**src/rtl/uart_tx_sequencer.sv**
```systemverilog
// UART transmit frame sequencer: start bit, LSB-first data, optional parity, stop bit(s).
// Paced by the 16x oversample tick; gates the baud generator so it only runs mid-frame.
module uart_tx_sequencer #(
    parameter int unsigned DATA_BITS  = 8,
    parameter int unsigned PARITY_EN  = 0,
    parameter int unsigned PARITY_ODD = 0,
    parameter int unsigned STOP_BITS  = 1,
    parameter int unsigned OVERSAMPLE = 16
) (
    input  logic                 clock,
    input  logic                 Reset,
    input  logic                 uartClock,
    output logic                 BaudEnable,
    input  logic [DATA_BITS-1:0] TxData,
    input  logic                 TxStart,
    output logic                 TxReady,
    output logic                 TxBusy,
    output logic                 TxDone,
    output logic                 TxSerial
);

    localparam int unsigned TICK_W = (OVERSAMPLE > 1) ? $clog2(OVERSAMPLE) : 1;
    localparam int unsigned CNT_W  = 3;
    localparam logic [TICK_W-1:0] TICK_LAST = TICK_W'(OVERSAMPLE - 1);
    localparam logic [CNT_W-1:0]  DATA_LAST = CNT_W'(DATA_BITS - 1);
    localparam logic [CNT_W-1:0]  STOP_LAST = CNT_W'(STOP_BITS - 1);
    localparam logic              PAR_ODD   = 1'(PARITY_ODD);

    typedef enum logic [2:0] {
        S_IDLE,
        S_START,
        S_DATA,
        S_PARITY,
        S_STOP
    } state_e;

    state_e                state_q, state_d;
    logic [TICK_W-1:0]     tick_q, tick_d;
    logic [CNT_W-1:0]      bit_q, bit_d;
    logic [DATA_BITS-1:0]  shift_q, shift_d;
    logic                  par_q, par_d;
    logic                  serial_q, serial_d;
    logic                  ready_q, ready_d;
    logic                  busy_q, busy_d;
    logic                  done_q, done_d;
    logic                  baud_q, baud_d;
    logic                  bit_end_c;

    // State, datapath and registered outputs
    always_ff @(posedge clock or negedge Reset) begin
        if (!Reset) begin
            state_q  <= S_IDLE;
            tick_q   <= '0;
            bit_q    <= '0;
            shift_q  <= '0;
            par_q    <= 1'b0;
            serial_q <= 1'b1;
            ready_q  <= 1'b1;
            busy_q   <= 1'b0;
            done_q   <= 1'b0;
            baud_q   <= 1'b0;
        end else begin
            state_q  <= state_d;
            tick_q   <= tick_d;
            bit_q    <= bit_d;
            shift_q  <= shift_d;
            par_q    <= par_d;
            serial_q <= serial_d;
            ready_q  <= ready_d;
            busy_q   <= busy_d;
            done_q   <= done_d;
            baud_q   <= baud_d;
        end
    end

    // Next-state and next-output logic
    always_comb begin
        state_d   = state_q;
        tick_d    = tick_q;
        bit_d     = bit_q;
        shift_d   = shift_q;
        par_d     = par_q;
        done_d    = 1'b0;
        bit_end_c = 1'b0;

        // Ticks are only counted mid-frame; a bit closes on the last tick of its period
        if ((state_q != S_IDLE) && uartClock) begin
            bit_end_c = (tick_q == TICK_LAST);
            tick_d    = bit_end_c ? '0 : tick_q + TICK_W'(1);
        end

        case (state_q)
            S_IDLE: begin
                if (TxStart && ready_q) begin
                    shift_d = TxData;
                    par_d   = 1'b0;
                    tick_d  = '0;
                    bit_d   = '0;
                    state_d = S_START;
                end
            end
            S_START: begin
                if (bit_end_c) begin
                    state_d = S_DATA;
                end
            end
            S_DATA: begin
                if (bit_end_c) begin
                    shift_d = shift_q >> 1;
                    par_d   = par_q ^ shift_q[0];
                    if (bit_q == DATA_LAST) begin
                        bit_d   = '0;
                        state_d = (PARITY_EN != 0) ? S_PARITY : S_STOP;
                    end else begin
                        bit_d = bit_q + CNT_W'(1);
                    end
                end
            end
            S_PARITY: begin
                if (bit_end_c) begin
                    state_d = S_STOP;
                end
            end
            S_STOP: begin
                if (bit_end_c) begin
                    if (bit_q == STOP_LAST) begin
                        bit_d   = '0;
                        done_d  = 1'b1;
                        state_d = S_IDLE;
                    end else begin
                        bit_d = bit_q + CNT_W'(1);
                    end
                end
            end
            default: begin
                state_d = S_IDLE;
            end
        endcase

        case (state_d)
            S_START:  serial_d = 1'b0;
            S_DATA:   serial_d = shift_d[0];
            S_PARITY: serial_d = par_d ^ PAR_ODD;
            default:  serial_d = 1'b1;
        endcase

        // Ready lags the done pulse by one cycle, so no byte is taken on the done cycle
        busy_d  = (state_d != S_IDLE);
        baud_d  = (state_d != S_IDLE);
        ready_d = (state_d == S_IDLE) && !done_d;
    end

    assign TxSerial   = serial_q;
    assign TxReady    = ready_q;
    assign TxBusy     = busy_q;
    assign TxDone     = done_q;
    assign BaudEnable = baud_q;

endmodule

```
**config.mk**
```make
export PLATFORM = sky130hd
export DESIGN_NAME = uart_tx_sequencer
export DESIGN_NICKNAME = d
export VERILOG_FILES = /design/src/rtl/uart_tx_sequencer.sv
export SDC_FILE = /design/constraint.sdc
export NUM_CORES = 1
export LEC_CHECK = 0
export CORE_ASPECT_RATIO = 1.2
export CORE_MARGIN = 1
export CORE_UTILIZATION = 53
export DETAILED_ROUTE_END_ITERATION = 8
export GPL_TIMING_DRIVEN = 0
export PLACE_DENSITY = 0.78
export SLEW_MARGIN = 10
export SYNTH_ARGS = -nofsm -noshare
export SYNTH_HDL_FRONTEND = slang
export SYNTH_SLANG_ARGS = --single-unit
```
**constraint.sdc**
```tcl
create_clock -name clock -period 3.2 [get_ports clock]
set_input_delay 0.32 -clock clock [delete_from_list [all_inputs] [get_ports clock]]
set_output_delay 0.32 -clock clock [all_outputs]
set_load 0.02 [all_outputs]
```
* Yosys cells after proc, flatten, opt, wreduce, memory -nomap -nowiden
Cells that the tools add are included.
** Word-level totals
- Bits in registers :: 23
- Bits in latches :: 0
- Bits in writable memories :: 0
- Memory bits (read-only) :: 0
- Input bits :: 12
- Output and inout bits :: 5
- Word-level logic and storage cells :: 67
- Memories :: 0
** Operators by class
- Add/sub/neg operators :: 2
- Multiply operators :: 0
- Div/mod/pow operators :: 0
- Magnitude comparators :: 0
- Equal/unequal tests :: 12
- Shift operators :: 0
- Multiplexer cells :: 29
- Bitwise operators :: 1
- Reduce and logical (&&, ||, !) cells :: 13
** Operators by type and width (number)
- $mux 3 :: 12
- $mux 4 :: 4
- $mux 8 :: 2
- $pmux 8 s2 :: 1
- $pmux 3 s5 :: 1
- $eq 3x2->1 const B :: 4
- $logic_not 3->1 :: 3
- $pmux 3 s3 :: 1
- $reduce_bool 3->1 :: 3
- $eq 3x1->1 const B :: 2
- $eq 3x3->1 const B :: 2
- $mux 1 :: 6
- $ne 2x2->1 const B :: 3
- $add 4x1->4 const B :: 1
- $eq 4x4->1 const B :: 1
- $reduce_and 4->1 :: 1
- $add 3x1->3 const B :: 1
- $logic_and 1x1->1 :: 3
- $pmux 1 s3 :: 1
- $reduce_and 3->1 :: 1
- $pmux 1 s2 :: 1
- $reduce_bool 2->1 :: 1
- $logic_not 1->1 :: 1
- $xor 1x1->1 :: 1

* Depth between registers and ports, before layout
Gate-level depths: netlist (run 1).
- Word-level depth :: 7
- Depth in mapped cells :: 7
- Depth with buffers taken out :: 7

* Least setup slack after synthesis (run 1)
OpenSTA, ideal clock, no wires.
- Kind :: register -> register
- Start :: reg state_q[0]
- End :: reg bit_q[0]
- Setup time :: 0.125 ns
- Data arrival time :: 1.464 ns
- Data required time :: 3.075 ns
- Slack :: 1.611 ns
- Stages on the path, launching flop included :: 7
- Buffers on the path :: 2
- Period minus slack after synthesis :: 1.589 ns
- Cell sequence :: dfrtp_1 -> buf_6 -> or3_1 -> buf_6 -> nor2_8 -> a21o_4 -> mux2_4
** Between the ends
- Longest elaborated chain between the ends :: 5
** Ends and longest elaborated chain
- from (decl) :: RTL line 37 : state_e state_q, state_d;
- from (signal assigned) :: RTL line 63 : state_q <= state_d;
- $reduce_bool 3->1 :: RTL line 87 : if ((state_q != S_IDLE) && uartClock) begin
- $logic_and 1x1->1 :: RTL line 87
- $mux 1 :: RTL line 87
- $ne 2x2->1 (no source line)
- $reduce_and 4->1 (no source line)
- to (signal assigned) :: RTL line 65 : bit_q <= bit_d;
- to (decl) :: RTL line 39 : logic [CNT_W-1:0] bit_q, bit_d;
Parallel ways exist; a longest one is shown, timed or not.
A chain may end at the register's enable or synchronous reset.

* Final worst setup path (run 1)
- Start :: reg ready_q (netlist: TxReady)
- End :: out TxReady
** RTL lines
- from (decl) :: RTL line 43 : logic ready_q, ready_d;
- from (signal assigned) :: RTL line 69 : ready_q <= ready_d;
- to (decl) :: RTL line 16 : output logic TxReady,
No word-level cell between the ends.

==> flow_summary.toml, run 1 <==
[clock_tree]
cts_tree = "done"
cts_buffer_depth = 2
cts.repair.resized = 0
cts_root_buffer = "clkbuf_4"
postCtsHoldBufs = 0
clkSlewWorstSetupHoldPaths_ns = 0.13
htreeDepth = 1
post_cts_buffers = 0
insertion_delay_ns = 0.32
cts_sinks = 23
cts_made_buffers = 3

[setup_path]
critPathMaxFanout = 4
cpPeakStageDelay_ns = 0.60
cp_num_buf_inv = 1
slowest_stage = "clkdlybuf4s50_1"
crit_chain = "clkdlybuf4s50_1"
path_class = "reg -> out"
worstPathArrival_ns = 1.50
cpLargestDelayFamily = "buffers and inverters"
startpoint_type = "register"
end_kind = "output pin"
cp.required_ns = 2.88

[yosys]
syn_area_per_cell_sq_um = 10.33
synth_edf_count = 0
ys.warnings.count = 0
synthTopCellsByArea = "dfrtp_1 (43%), a222oi_1 (4.9%), dfstp_2 (4.3%), ha_1 (4.1%), nand2_1 (3.7%)"
netlist.area_leader.share_pct = 43.12
ys_ff_latch = 23
synth_area_sq_um = 1219
yosys.area.top_type = "dfrtp_1"
synth_cell_types = 36
yosysSeqAreaShare_pct = 47.43
synth_ff_type = "dfrtp_1"
synthesis.instances = 118
synth_nets = 134
async_flop_share_pct = 100.0

[run]
drv_cap = 0

[die]
die_w_um = 45.78
rows = 18
die_area_sq_um = 2496
start_util_pct = 57.57
coreArea_sq_um = 2117
pin_count = 17
die_h_um = 54.53

[timing]
period_share_pct = 56.79
finalMaxSlewViolations = 0
rsz0062_at_grt = "no"
setup_tns_ns = 0
worst_clock_skew_ns = 0.009338
worstMarginPinSlew_ns = 1.017
max_slew_margin_pct = 32.01
hold_violations = 0
min_period_ns = 1.817
setup_viol = 0
fmax_mhz = 550.3

[route]
drtIter0Drc = 40
ant_nets = 0
vias_per_cell = 5.631
drt_wl_total_um = 2315
wl_per_cell_um = 13.78
dr.pass1.iters = 5
num_vias = 946
drc = 0

[place]
dp.cells = 164
numPortBuffers = 16
gp_congestion = 0.7852
post-dp-hpwl_um = 1676

[global_routing]
grt_pass1_vias = 890
track_usage_pct = 22.59
antenna_found_initial = 0
grt_pass1_wl_um = 3953
grt_max_degree = 24
overflow = 0

[pwr]
ir_drop_mv = 0.4448
leakagePower_uw = 0.0007051
power.density_nw_per_um2 = 634.7

[layout]
diodes = 0
stdcell_count = 168
finalNetCount = 155
syn_to_final_growth_pct = 18.38
num-fill-cells = 186
drive_above_1_share_pct = 13.04

[worst_hold_path]
hold_class = "reg -> reg"

[outcome]
status = "finished, final reports clean"
path summary, 6_finish.rpt:
path / from / to / slack, ns / depth (start not counted)
worst min-delay path: par_q$_DFF_PN0_ / par_q$_DFF_PN0_ / 0.49 / 1
worst max-delay path: TxReady$_DFF_PN1_ / TxReady / 1.38 / 1
max in group asynchronous: Reset / TxDone$_DFF_PN0_ / 2.04 / 1
min in group asynchronous: Reset / tick_q[2]$_DFF_PN0_ / 0.55 / 1
worst max register to register: tick_q[0]$_DFF_PN0_ / shift_q[3]$_DFFE_PN0P_ / 1.40 / 6
worst min register to register: par_q$_DFF_PN0_ / par_q$_DFF_PN0_ / 0.49 / 1
flip-flops by register name (all words and copies together) (netlist names):
| name | cells |
|---|---|
| tick_q | 4 |
| BaudEnable | 1 |
| TxReady | 1 |
| bit_q | 3 |
| state_q | 3 |
| shift_q | 8 |
| TxDone | 1 |
| par_q | 1 |
| TxSerial | 1 |
power by group:
| part | switching [uW] | internal (uW) | total (uW) | leakage (uW) |
|---|---|---|---|---|
| Clock | 85.7 | 48.8 | 134 | 0.0000150 |
| Sequential | 65.4 | 358 | 424 | 0.000292 |
| Combinational | 191 | 167 | 357 | 0.000398 |
synth_stat cells (2+ instances only):
library cell,number
o21ai_1,2
ha_1,4
dfrtp_1,21
buf_6,3
mux2i_1,3
a222oi_1,6
a21oi_1,8
dfstp_2,2
nor3_1,2
and4_1,2
buf_2,2
nand2_1,12
or3_1,2
nor2_1,8
inv_1,10
nand3_1,6
nand2b_1,3
o21ai_0,4
cell type report:
cell class | count | area, sq um | share of cell area, %
sequential | 23 | 578.1 | 40.07
multi-input combinational | 79 | 551.8 | 38.25
timing repair buffer | 16 | 160.2 | 11.10
buffer | 6 | 51.30 | 3.556
inverter | 10 | 37.54 | 2.602
tap | 30 | 37.54 | 2.602
clock buffer | 4 | 26.28 | 1.821
placed cells by master, fill, tap and decap left out, types with 2 or more instances in the layout:
cell	n
and4_1	2
clkdlybuf4s50_1	16
mux2i_1	3
nand2_1	12
nor2_1	8
nand3_1	6
clkbuf_4	3
dfrtp_1	21
inv_1	10
buf_2	2
nor3_1	2
nand2b_1	3
o21ai_0	4
or3_1	2
a21oi_1	8
ha_1	4
a222oi_1	6
dfstp_2	2
buf_6	3
o21ai_1	2
metal layers:
metal  global-route usage, %  wire length (um)  up-vias  part of all wire, %
met2                   36.67              1155       16                   50
met5                       0                 0        -                    0
met1                   29.83              1062      456                   46
met3                   3.960                55        5                  2.4
li1                        -                 -      469                    -
met4                   8.824                42        0                  1.8
through the flow:
step / instance area [sq um] / utilization [%] / power, uW / hold WS, ns / setup WS [ns]
6_report: 1443 / 68.14 / 915.6 / 0.4906 / 1.383
5_1_grt: 1443 / 68.14 / 993.0 / 0.5387 / 1.257
3_3_place_gp: 1416 / 66.90 / 768.9 / 0.4680 / 1.239
2_1_floorplan: 1219 / - / 676.4 / 0.02441 / 1.611
3_5_place_dp: 1416 / 66.90 / 785.5 / 0.4780 / 1.199
4_1_cts: 1443 / 68.14 / 923.8 / 0.5028 / 1.380
cells by family after synthesis:
family	Yosys count	share of synthesized area, %
compound gates	31	18.79
xor+xnor	1	0.7188
fa+ha+maj	4	4.107
buf+inv	16	7.290
flops	23	47.43
mux	4	3.696
simple gates	39	17.97
Note: power is estimated with default switching activity, not from simulation.
==> run 2, diff against run 1 <==
==> constraint.sdc (replaced) <==
create_clock -name clock -period 1.77 [get_ports clock]
set_input_delay 0.177 -clock clock [delete_from_list [all_inputs] [get_ports clock]]
set_output_delay 0.177 -clock clock [all_outputs]
set_load 0.02 [all_outputs]
==> run 2 against run 1 <==
Net effect: sequential share of layout area decreased by 1.1 points; hold slack got worse by 0.085 ns; combinational power increased by 96%; via count increased by 3.5%; register-to-register slack got worse by 1.3 ns; largest cell class unchanged; total power increased by 89%; highest routed layer unchanged; clock skew decreased by 0.0040 ns; core utilization increased by 2.2 points; cell area increased by 3.3%; clock-buffer cell count unchanged; clock power increased by 82%; worst setup slack got worse by 1.3 ns.
==> flow_summary.toml, run 2 (same netlist as run 1, synthesis figures left out) <==
[setup_path]
reg2reg_depth = 6
cpPeakStageDelay_ns = 0.40
critPathMaxFanout = 10
crit_chain = "buf_6 -> or3_1 -> buf_6 -> nor2_8 -> a21o_4 -> mux2_4"
timing.rr.end = "bit_q[0]$_DFFE_PN0P_"
cpLargestDelayFamily = "simple AND/OR/NAND/NOR gates"
cp_num_buf_inv = 2
crit_path_start = "state_q[0]$_DFF_PN0_"
cp.depth = 6
cp.required_ns = 1.98
startpoint_type = "register"
path_class = "reg -> reg"
worstPathArrival_ns = 1.89
end_kind = "register"
slowest_stage = "dfrtp_1"
endpoint = "bit_q[0]$_DFFE_PN0P_"
critical_path.most_common_cell = "buf_6"
r2r_slack_ns = 0.09
rr_startpoint = "state_q[0]$_DFF_PN0_"

[place]
gp_congestion = 0.7852
post-dp-hpwl_um = 1676
numPortBuffers = 16

[timing]
min_period_ns = 1.683
rsz0062_at_grt = "no"
setup_viol = 0
worstMarginPinSlew_ns = 1.020
period_share_pct = 95.07
hold_violations = 0
max_slew_margin_pct = 31.77
fmax_mhz = 594.3
whs_ns = 0.4060
worst_clock_skew_ns = 0.005366
finalMaxSlewViolations = 0
setup_tns_ns = 0

[clock_tree]
cts_made_buffers = 3
insertion_delay_ns = 0.31
htreeDepth = 1
clkSlewWorstSetupHoldPaths_ns = 0.12
cts_tree = "done"
postCtsHoldBufs = 0
cts_sinks = 23
cts_root_buffer = "clkbuf_4"
cts_buffer_depth = 2

[pwr]
intPower_uw = 1082
power.density_nw_per_um2 = 1159
power_frac_clock_pct = 14.1
power_switching_uw = 645.8
leakagePower_uw = 0.0007210
p_sw_share_pct = 37.38
combPwrFrac_pct = 40.5
seq_power_share_pct = 45.3
ir_drop_mv = 0.8225

[worst_hold_path]
hold_class = "in -> async"

[global_routing]
grt_max_degree = 24
antenna_found_initial = 0
grt_pass1_wl_um = 3953
track_usage_pct = 22.59
overflow = 0
grt_pass1_vias = 890

[route]
num_vias = 979
vias_per_cell = 5.692
ant_nets = 0
drtIter0Drc = 38
dr.pass1.iters = 4
drc = 0
wl_per_cell_um = 14.16
drt_wl_total_um = 2436

[layout]
largest_reg_flops = 8
layout_commonest_cell = "dfrtp_1"
final_cell_mix = "dfrtp_1 (19), clkdlybuf4s50_1 (16), nand2_1 (11), inv_1 (10)"
finalNetCount = 159
num-fill-cells = 178
drive_above_1_share_pct = 18.31
reg.largest.list = "shift_q (8), tick_q (4)"
diodes = 0
top_register = "shift_q"
syn_to_final_growth_pct = 22.28

[run]
drv_cap = 0

[die]
start_util_pct = 57.57
pin_count = 17
die_area_sq_um = 2496
rows = 18
coreArea_sq_um = 2117
die_w_um = 45.78
die_h_um = 54.53

[outcome]
status = "finished, final reports clean"
## run 2: layout make-up
class | instances | area (sq um) | area share, %
repair buffers | 20 | 190.2 | 12.76
flip-flops and latches | 23 | 580.6 | 38.96
plain buffers | 6 | 51.30 | 3.442
inverters | 10 | 37.54 | 2.519
well taps | 30 | 37.54 | 2.519
multi-input cells | 79 | 566.8 | 38.04
clock buffers | 4 | 26.28 | 1.763
## run 2: worst min path at each step
stage | from | end | slack (ns) | depth (start not counted)
6_report | Reset | tick_q[2]$_DFF_PN0_ | 0.41 | 1
2_1_floorplan | Reset | BaudEnable$_DFF_PN0_ | -0.12 | 0
3_5_place_dp | par_q$_DFF_PN0_ | par_q$_DFF_PN0_ | 0.48 | 1
3_3_place_gp | par_q$_DFF_PN0_ | par_q$_DFF_PN0_ | 0.47 | 1
5_1_grt | TxData[2] | shift_q[2]$_DFFE_PN0P_ | 0.48 | 3
4_1_cts | Reset | tick_q[2]$_DFF_PN0_ | 0.43 | 1
## run 2: through the flow
stage	total power, uW	setup WS (ns)	cells	area [sq um]	utilization [%]
after floorplan	1223	0.1813	118	1219	-
after global placement	1390	-0.04846	164	1416	66.90
after detailed placement	1420	-0.08783	164	1416	66.90
after CTS	1675	0.03002	168	1445	68.26
after global routing	1866	0.03068	172	1490	70.39
final	1728	0.08723	172	1490	70.39
## run 2: worst register-to-register path, stage by stage (launching register included)
cell     delay, ns
dfrtp_1       0.40
buf_6         0.14
or3_1         0.36
buf_6         0.15
nor2_8        0.12
a21o_4        0.13
mux2_4        0.29
## run 2: power by group through the flow
| stage | registers (uW) | logic, uW | clock network, uW |
|---|---|---|---|
| 3_3_place_gp | 768 | 622 | 0 |
| 2_1_floorplan | 775 | 448 | 0 |
| 5_1_grt | 798 | 790 | 278 |
| 3_5_place_dp | 776 | 645 | 0 |
| 4_1_cts | 765 | 655 | 254 |
| 6_report | 783 | 700 | 244 |
## run 2: per-layer routing
metal	wire [um]	track usage, %
met1	1094	29.83
met2	1234	36.67
met3	65	3.960
met4	42	8.824
met5	0	0
## run 2: repair_timing
item                                    CTS  global route
pin swaps                                 0             2
endpoints found under the setup margin    3             7
resized for setup                         1             4
setup buffers                             0             4
